File: src/rtl/rr_arbiter8.sv
// Eight-way round-robin arbiter with a registered one-hot grant, a release handshake
// and an optional maximum grant length that produces a timeout pulse.
module rr_arbiter8 #(
    parameter int unsigned HOLD_MAX = 16
) (
    input  logic       clk,
    input  logic       rst,
    input  logic [7:0] req,
    input  logic       done,
    output logic [7:0] gnt,
    output logic       gnt_valid,
    output logic [2:0] gnt_idx,
    output logic       timeout
);

    localparam int unsigned N     = 8;
    localparam int unsigned IDX_W = 3;
    localparam int unsigned CNT_W = 8;
    localparam logic [CNT_W-1:0] HOLD_LAST =
        CNT_W'((HOLD_MAX == 0) ? 0 : HOLD_MAX - 1);
    localparam logic HOLD_EN = (HOLD_MAX != 0);

    typedef enum logic {
        IDLE,
        GRANT
    } state_t;

    state_t             state, state_n;
    logic [N-1:0]       gnt_n;
    logic               gnt_valid_n;
    logic [IDX_W-1:0]   gnt_idx_n;
    logic               timeout_n;
    logic [IDX_W-1:0]   ptr, ptr_n;
    logic [CNT_W-1:0]   hold_cnt, hold_cnt_n;

    logic               sel_found;
    logic [IDX_W-1:0]   sel_idx;
    logic [IDX_W-1:0]   cand;
    logic               forced;
    logic               holder_req;

    // First requester searching upward from ptr+1, wrapping; ptr itself is tried last.
    always_comb begin
        sel_found = 1'b0;
        sel_idx   = ptr;
        cand      = ptr;
        for (int i = 1; i <= N; i++) begin
            cand = ptr + IDX_W'(i);
            if (!sel_found && req[cand]) begin
                sel_found = 1'b1;
                sel_idx   = cand;
            end
        end
    end

    assign holder_req = req[gnt_idx];
    assign forced     = HOLD_EN && (hold_cnt == HOLD_LAST);

    // Next-state and registered-output logic.
    always_comb begin
        state_n     = state;
        gnt_n       = gnt;
        gnt_valid_n = gnt_valid;
        gnt_idx_n   = gnt_idx;
        timeout_n   = 1'b0;
        ptr_n       = ptr;
        hold_cnt_n  = hold_cnt;

        case (state)
            IDLE: begin
                if (sel_found) begin
                    state_n     = GRANT;
                    gnt_n       = N'(1) << sel_idx;
                    gnt_valid_n = 1'b1;
                    gnt_idx_n   = sel_idx;
                    ptr_n       = sel_idx;
                    hold_cnt_n  = '0;
                end
            end
            GRANT: begin
                if (done || !holder_req || forced) begin
                    state_n     = IDLE;
                    gnt_n       = '0;
                    gnt_valid_n = 1'b0;
                    gnt_idx_n   = '0;
                    // A concurrent voluntary release masks the timeout.
                    timeout_n   = forced && !done && holder_req;
                end else if (hold_cnt != '1) begin
                    hold_cnt_n = hold_cnt + CNT_W'(1);
                end
            end
            default: begin
                state_n     = IDLE;
                gnt_n       = '0;
                gnt_valid_n = 1'b0;
                gnt_idx_n   = '0;
            end
        endcase
    end

    always_ff @(posedge clk) begin
        if (rst) begin
            state     <= IDLE;
            gnt       <= '0;
            gnt_valid <= 1'b0;
            gnt_idx   <= '0;
            timeout   <= 1'b0;
            ptr       <= IDX_W'(N - 1);
            hold_cnt  <= '0;
        end else begin
            state     <= state_n;
            gnt       <= gnt_n;
            gnt_valid <= gnt_valid_n;
            gnt_idx   <= gnt_idx_n;
            timeout   <= timeout_n;
            ptr       <= ptr_n;
            hold_cnt  <= hold_cnt_n;
        end
    end

endmodule
File: config.mk
export PLATFORM = sky130hd
export DESIGN_NAME = rr_arbiter8
export DESIGN_NICKNAME = d
export VERILOG_FILES = /design/src/rtl/rr_arbiter8.sv
export SDC_FILE = /design/constraint.sdc
export NUM_CORES = 1
export LEC_CHECK = 0
export BUFFER_PORTS_ARGS = -buffer_cell sky130_fd_sc_hd__buf_2
export CAP_MARGIN = 20
export CORE_MARGIN = 2
export CORE_UTILIZATION = 25
export DETAILED_ROUTE_END_ITERATION = 6
export PLACE_DENSITY = 0.4
export RECOVER_POWER = 25
export SYNTH_ARGS = -nofsm -noshare
export SYNTH_HDL_FRONTEND = slang
export SYNTH_SLANG_ARGS = --single-unit
File: constraint.sdc
create_clock -name clk -period 4.2 [get_ports clk]
set_input_delay 0.84 -clock clk [delete_from_list [all_inputs] [get_ports clk]]
set_output_delay 0.84 -clock clk [all_outputs]
set_load 0.02 [all_outputs]
# --- After elaboration in Yosys (flattened, before gate mapping) ---
# Cells that the tools add are included.
# W data, S select, Z words.
word_totals:
  regBits: 25
  input_bits: 11
  wordCells: 107
op_classes:
  add_sub_neg: 8
  n_lt_le_gt_ge: 9
  eq_ne: 6
  n_shift: 1
  n_mux: 50
  bitwise: 2
  n_reduce_logical: 24
ops:
  columns: ["operator", "n"]
  rows:
  - ["$mux W8", 5]
  - ["$lt A3 B4 Y1 const B", 9]
  - ["$pmux W8 S2", 2]
  - ["$mux W3", 10]
  - ["$bmux W1 S3", 9]
  - ["$mux W1", 21]
  - ["$add A3 B3 Y3 const B", 4]
  - ["$logic_and A1 B1 Y1", 9]
  - ["$logic_not A1 Y1", 9]
  - ["$add A8 B1 Y8 const B", 1]
  - ["$eq A8 B4 Y1 const B", 1]
  - ["$ne A8 B8 Y1 const B", 1]
  - ["$shl A1 B3 Y8 const A", 1]
  - ["$add A3 B2 Y3 const B", 2]
  - ["$pmux W3 S2", 1]
  - ["$ne A2 B1 Y1 const B", 2]
  - ["$ne A2 B2 Y1 const B", 2]
  - ["$pmux W1 S2", 2]
  - ["$reduce_and A2 Y1", 2]
  - ["$add A3 B1 Y3 const B", 1]
  - ["$reduce_and A3 Y1", 1]
  - ["$reduce_or A3 Y1", 1]
  - ["$logic_or A1 B1 Y1", 2]
  - ["$not A1 Y1", 2]

# --- Longest topological paths before layout ---
logic_depth:
  word_depth: 28
  depth_mapped: 14
  depth_no_buf: 10

# --- Worst setup path after synthesis ---
# OpenSTA, ideal clock, no wires.
synth_path:
  kind: "register to register"
  from: "register ptr[0]"
  to: "register hold_cnt[7]"
  arrival_time_ns: 3.114
  required_ns: 4.079
  path_slack_ns: 0.965
  path_stages_with_launch: 14
  path_buffers: 3
  period_less_slack_ns: 3.235
  cell_sequence: "dfxtp_1 buf_6 clkinv_1 ha_1 buf_2 mux2i_1 mux2i_1 o221ai_2 or3b_1 buf_6 o31ai_4 nor3_1 xnor2_1 nor2_1"
synth_via:
  elab_chain_len: 27
  elab_cells_between_ends: 47
synth_lines:
  columns: ["item", "line", "source"]
  rows:
  - ["start: declaration", "33", "logic [IDX_W-1:0] ptr, ptr_n;"]
  - ["start signal: assignment", "108", "ptr <= IDX_W'(N - 1);"]
  - ["start signal: assignment", "116", "ptr <= ptr_n;"]
  - ["$add A3 B1 Y3", "48", "cand = ptr + IDX_W'(i);"]
  - ["$bmux W1 S3", "49", "if (!sel_found && req[cand]) begin"]
  - ["$mux W1 (not written as such)", "49", null]
  - ["$mux W1", "49", null]
  - ["$logic_not A1 Y1", "49", null]
  - ["$logic_and A1 B1 Y1", "49", null]
  - ["$mux W1", "49", null]
  - ["$logic_not A1 Y1", "49", null]
  - ["[... 11 more ...]", null, null]
  - ["$logic_not A1 Y1", "49", null]
  - ["$logic_and A1 B1 Y1", "49", null]
  - ["$mux W1", "49", null]
  - ["$logic_not A1 Y1", "49", null]
  - ["$logic_and A1 B1 Y1", "49", null]
  - ["$mux W1 (*)", "49", null]
  - ["$ne A2 B2 Y1 (no line) (*)", null, null]
  - ["$reduce_and A3 Y1 (no line) (*)", null, null]
  - ["end signal: assignment", "117", "hold_cnt <= hold_cnt_n;"]
  - ["end: declaration", "34", "logic [CNT_W-1:0] hold_cnt, hold_cnt_n;"]
# Every way passes the cells marked *; elsewhere a longest branch is shown, timed or not. The select of a mux whose other input is x is not followed.
# A chain may end at the register's enable or synchronous reset.

# --- Worst setup path in the final report ---
layout_path:
  from: "register ptr[0]"
  to: "register gnt[3]"
layout_via:
  elab_chain_len: 28
  elab_cells_between_ends: 58
layout_lines:
  columns: ["item", "line", "source"]
  rows:
  - ["$add A3 B1 Y3", "48", null]
  - ["$bmux W1 S3", "49", null]
  - ["$mux W1 (not written as such)", "49", null]
  - ["$mux W1", "49", null]
  - ["$logic_not A1 Y1", "49", null]
  - ["$logic_and A1 B1 Y1", "49", null]
  - ["$mux W1", "49", null]
  - ["$logic_not A1 Y1", "49", null]
  - ["[... 12 more ...]", null, null]
  - ["$logic_and A1 B1 Y1", "49", null]
  - ["$mux W1", "49", null]
  - ["$logic_not A1 Y1", "49", null]
  - ["$logic_and A1 B1 Y1", "49", null]
  - ["$mux W3", "49", null]
  - ["$shl A1 B3 Y8", "73", "gnt_n = N'(1) << sel_idx;"]
  - ["$mux W8", "71", "if (sel_found) begin"]
  - ["$pmux W8 S2", "69", "case (state)"]
  - ["end signal: assignment", "112", "gnt <= gnt_n;"]
  - ["end: declaration", "10", "output logic [7:0] gnt,"]
# Several ways; a longest one is shown, not always the timed one. The select of a mux whose other input is x is not followed.

==> metrics.md <==
| Metric | Value |
|---|---|
| Crit share post-route | `83.3%` |
| P&R area growth vs syn | `11.3%` |
| Count leader, synth | `dfxtp_1` |
| Worst Clk Skew | `0.00855 ns` |
| Setup TNS Final | `0 ns` |
| CTS sink count | `25` |
| Register-to-register setup slack | `0.70 ns` |
| Detailed Route WL | `5.33 mm` |
| Slew Limit Fails | `0` |
| Share of cells above drive strength 1 | `20.3%` |
| Core area | `8220 sq um` |
| Die W | `96.1 um` |
| Critical Path Sink Type | `register` |
| Synthesized instance count | `226` |
| Post-layout nets | `261` |
| Post-CTS Resized | `0` |
| GRT Residual Overflow | `0` |
| DRC viols | `0` |
| Sequential fraction of the synthesis area | `23.6%` |
| CP startpoint | `ptr[0]` |
| Placed inst area | `2320 sq um` |
| Pre-CTS setup slack | `0.720 ns` |
| Number of max-cap violations | `0` |
| Final non-filler cell total | `351` |
| Overall Power | `0.00189 W` |
| Std-Cell Rows | `33` |
| Root Driver | `clkbuf_8` |
| Final HPWL DP | `4.11 mm` |
| H-Tree Depth | `1` |
| RSZ-0062 raised after global routing | `false` |
| Worst path required time | `4.42 ns` |
| CTS Hold Bufs | `0` |
| Fmax | `0.286 GHz` |
| Initial antenna violation count | `0` |
| Max rail drop VDD | `0.169 mV` |
| Synthesized area per cell | `9.37 sq um` |
| Wire length per cell | `15.2 um` |
| Async set-reset flop share out of synthesis | `0%` |
| Vias | `1791` |
| PortBufs | `23` |
| Largest net degree at the start of global routing | `20` |
| Clock transition at path regs | `0.09 ns` |
| Die area | `9230 sq um` |
| Status | `finished clean` |
| Dpl cells | `347` |
| EDFF count, synth | `0` |
| Synthesized flop and latch total | `25` |
| Number of global-route vias before repair | `1728` |
| Leak pwr | `0.882 nW` |
| Crit path max fanout | `12` |
| HP Class | `register to register` |
| Power Dens Cells | `801 nW/um^2` |
| YS warnings | `0` |
| TritonRoute pass-1 iters | `4` |
| Reg2reg end | `gnt[3]` |
| IO Pins | `24` |
| Max_slew headroom | `55.0%` |
| M1 wire length | `2.62 mm` |
| R2r startpoint | `ptr[0]` |
| Final worst path period need | `3.50 ns` |
| Total CTS buffers | `3` |
| Post-synth top area share | `23.6%` |
| Setup WS post-layout | `0.699 ns` |
| 1st-iter DRT viols | `107` |
| Vias/cell | `5.10` |
| ANT cells | `0` |
| Commonest cells post-synth | `25 x dfxtp_1, 20 x nand2_1, 19 x nor2_1, 18 x mux2i_1` |
| Final hold violations | `0` |
| Crit path kind | `register to register` |
| CTS tree | `built` |
| Worst r2r path cells | `10` |
| CP endpoint | `gnt[3]` |
| Post-synthesis cell type count | `62` |
| Setup-failing EPs final | `0` |
| Longest Clk Path Bufs | `2` |
| Post-route ant nets | `0` |
| Initial Util | `25.8%` |
| Clk_lat worst skew | `0.27 ns` |
| Yosys top cell by area | `dfxtp_1` |
| Syn nets | `240` |
| Wire length on met3 | `176 um` |
| Post-route cell area | `2360 sq um` |
| Synth area leaders | `dfxtp_1 24%, mux4_2 11%, mux2i_1 8.5%` |
| Worst Setup Start Kind | `register` |
| Highest Signal Layer | `met4` |
| Postcts setup bufs | `0` |
| Global Route Usage Sum | `12.4%` |
| WP data arrival | `3.72 ns` |
| Die H | `96.1 um` |
| Mapped Area | `2120 sq um` |
| Main flop type after synthesis | `dfxtp_1` |
| WL met2 | `2.50 mm` |
| Global placement routability congestion | `0.785` |
| Least-Margin Pin Slew | `0.670 ns` |
| First-pass GRT wire length | `9.06 mm` |
registers in the layout, summed over array words and instances, names as in the netlist:
| signal | cells |
|---|---|
| state | 1 |
| ptr | 3 |
| timeout | 1 |
| gnt_valid | 1 |
| gnt_idx | 3 |
| gnt | 8 |
| hold_cnt | 8 |
worst min-delay path by stage:
stage	startpoint	end	slack, ns	depth (start not counted)
6_report	gnt[1]	gnt[1]	0.46	2
5_1_grt	gnt[1]	gnt[1]	0.48	2
4_1_cts	gnt[1]	gnt[1]	0.46	2
3_5_place_dp	gnt[1]	gnt[1]	0.44	2
2_1_floorplan	hold_cnt[1]	hold_cnt[1]	0.48	2
3_3_place_gp	gnt[5]	gnt[5]	0.44	2
through the flow:
stage,hold WS [ns],util [%]
2_1_floorplan,0.480,-
3_3_place_gp,0.445,28.3
3_5_place_dp,0.441,28.3
4_1_cts,0.461,28.8
5_1_grt,0.479,28.7
6_report,0.461,28.7
worst max-delay path, stage by stage, from the launching register on:
cell,delay (ns)
dfxtp_1,0.34
clkinv_1,0.08
ha_1,0.60
mux2i_1,0.40
mux2i_1,0.14
o221ai_2,0.42
and3_1,0.33
o2111ai_1,0.14
o21ai_1,0.58
and2_1,0.25
a32o_1,0.16
routing by layer:
| layer | vias up | GRT usage (%) |
|---|---|---|
| met5 | - | 0 |
| met4 | 0 | 1.43 |
| met3 | 4 | 2.27 |
| met2 | 30 | 20.0 |
| met1 | 863 | 17.9 |
| li1 | 894 | - |
layout make-up:
class | instances | area, sq um
Inverter | 9 | 33.8
Sequential cell | 25 | 500
Multi-Input combinational cell | 180 | 1500
Fill cell | 866 | 5860
Tap cell | 105 | 131
Timing Repair Buffer | 28 | 141
Clock buffer | 3 | 41.3
Clock inverter | 1 | 5.00
cell usage in the layout (no fill, tap or decap), types with 2 or more instances in the layout:
cell type	count
or3_1	2
mux2i_1	18
buf_4	5
o22ai_1	2
buf_2	14
xnor2_1	5
mux2i_4	2
ha_1	3
clkbuf_1	9
xor2_2	2
and3_1	4
nand2b_1	6
nor3_1	10
o31ai_1	2
o221ai_2	2
clkbuf_8	3
and2_1	3
a21o_1	2
xor2_1	2
nor2_1	19
dfxtp_1	25
a32o_1	2
nand3_1	10
a32oi_1	3
a31oi_1	2
a22oi_1	2
nand2_1	20
inv_1	8
a21oi_1	8
o21ai_1	4
a22o_1	2
o2111ai_1	2
mux4_2	10
o21a_1	4
report_power, final:
| part | switching (W) | internal, W | total, W |
|---|---|---|---|
| clock | 0.0000735 | 0.0000662 | 0.000140 |
| combinational | 0.000833 | 0.000579 | 0.00141 |
| sequential | 0.0000491 | 0.000286 | 0.000335 |
logic make-up after synthesis:
group / Yosys count / synth area share (%)
AND/OR/NAND/NOR: 85 / 20.7
multiplexers: 31 / 22.0
flip-flops: 25 / 23.6
buffers and inverters: 21 / 5.37
XOR/XNOR: 10 / 5.20
adder cells (fa/ha/maj): 3 / 1.77
AO/OA/AOI/OAI: 51 / 21.3
Power figures use the tool's default switching activity.
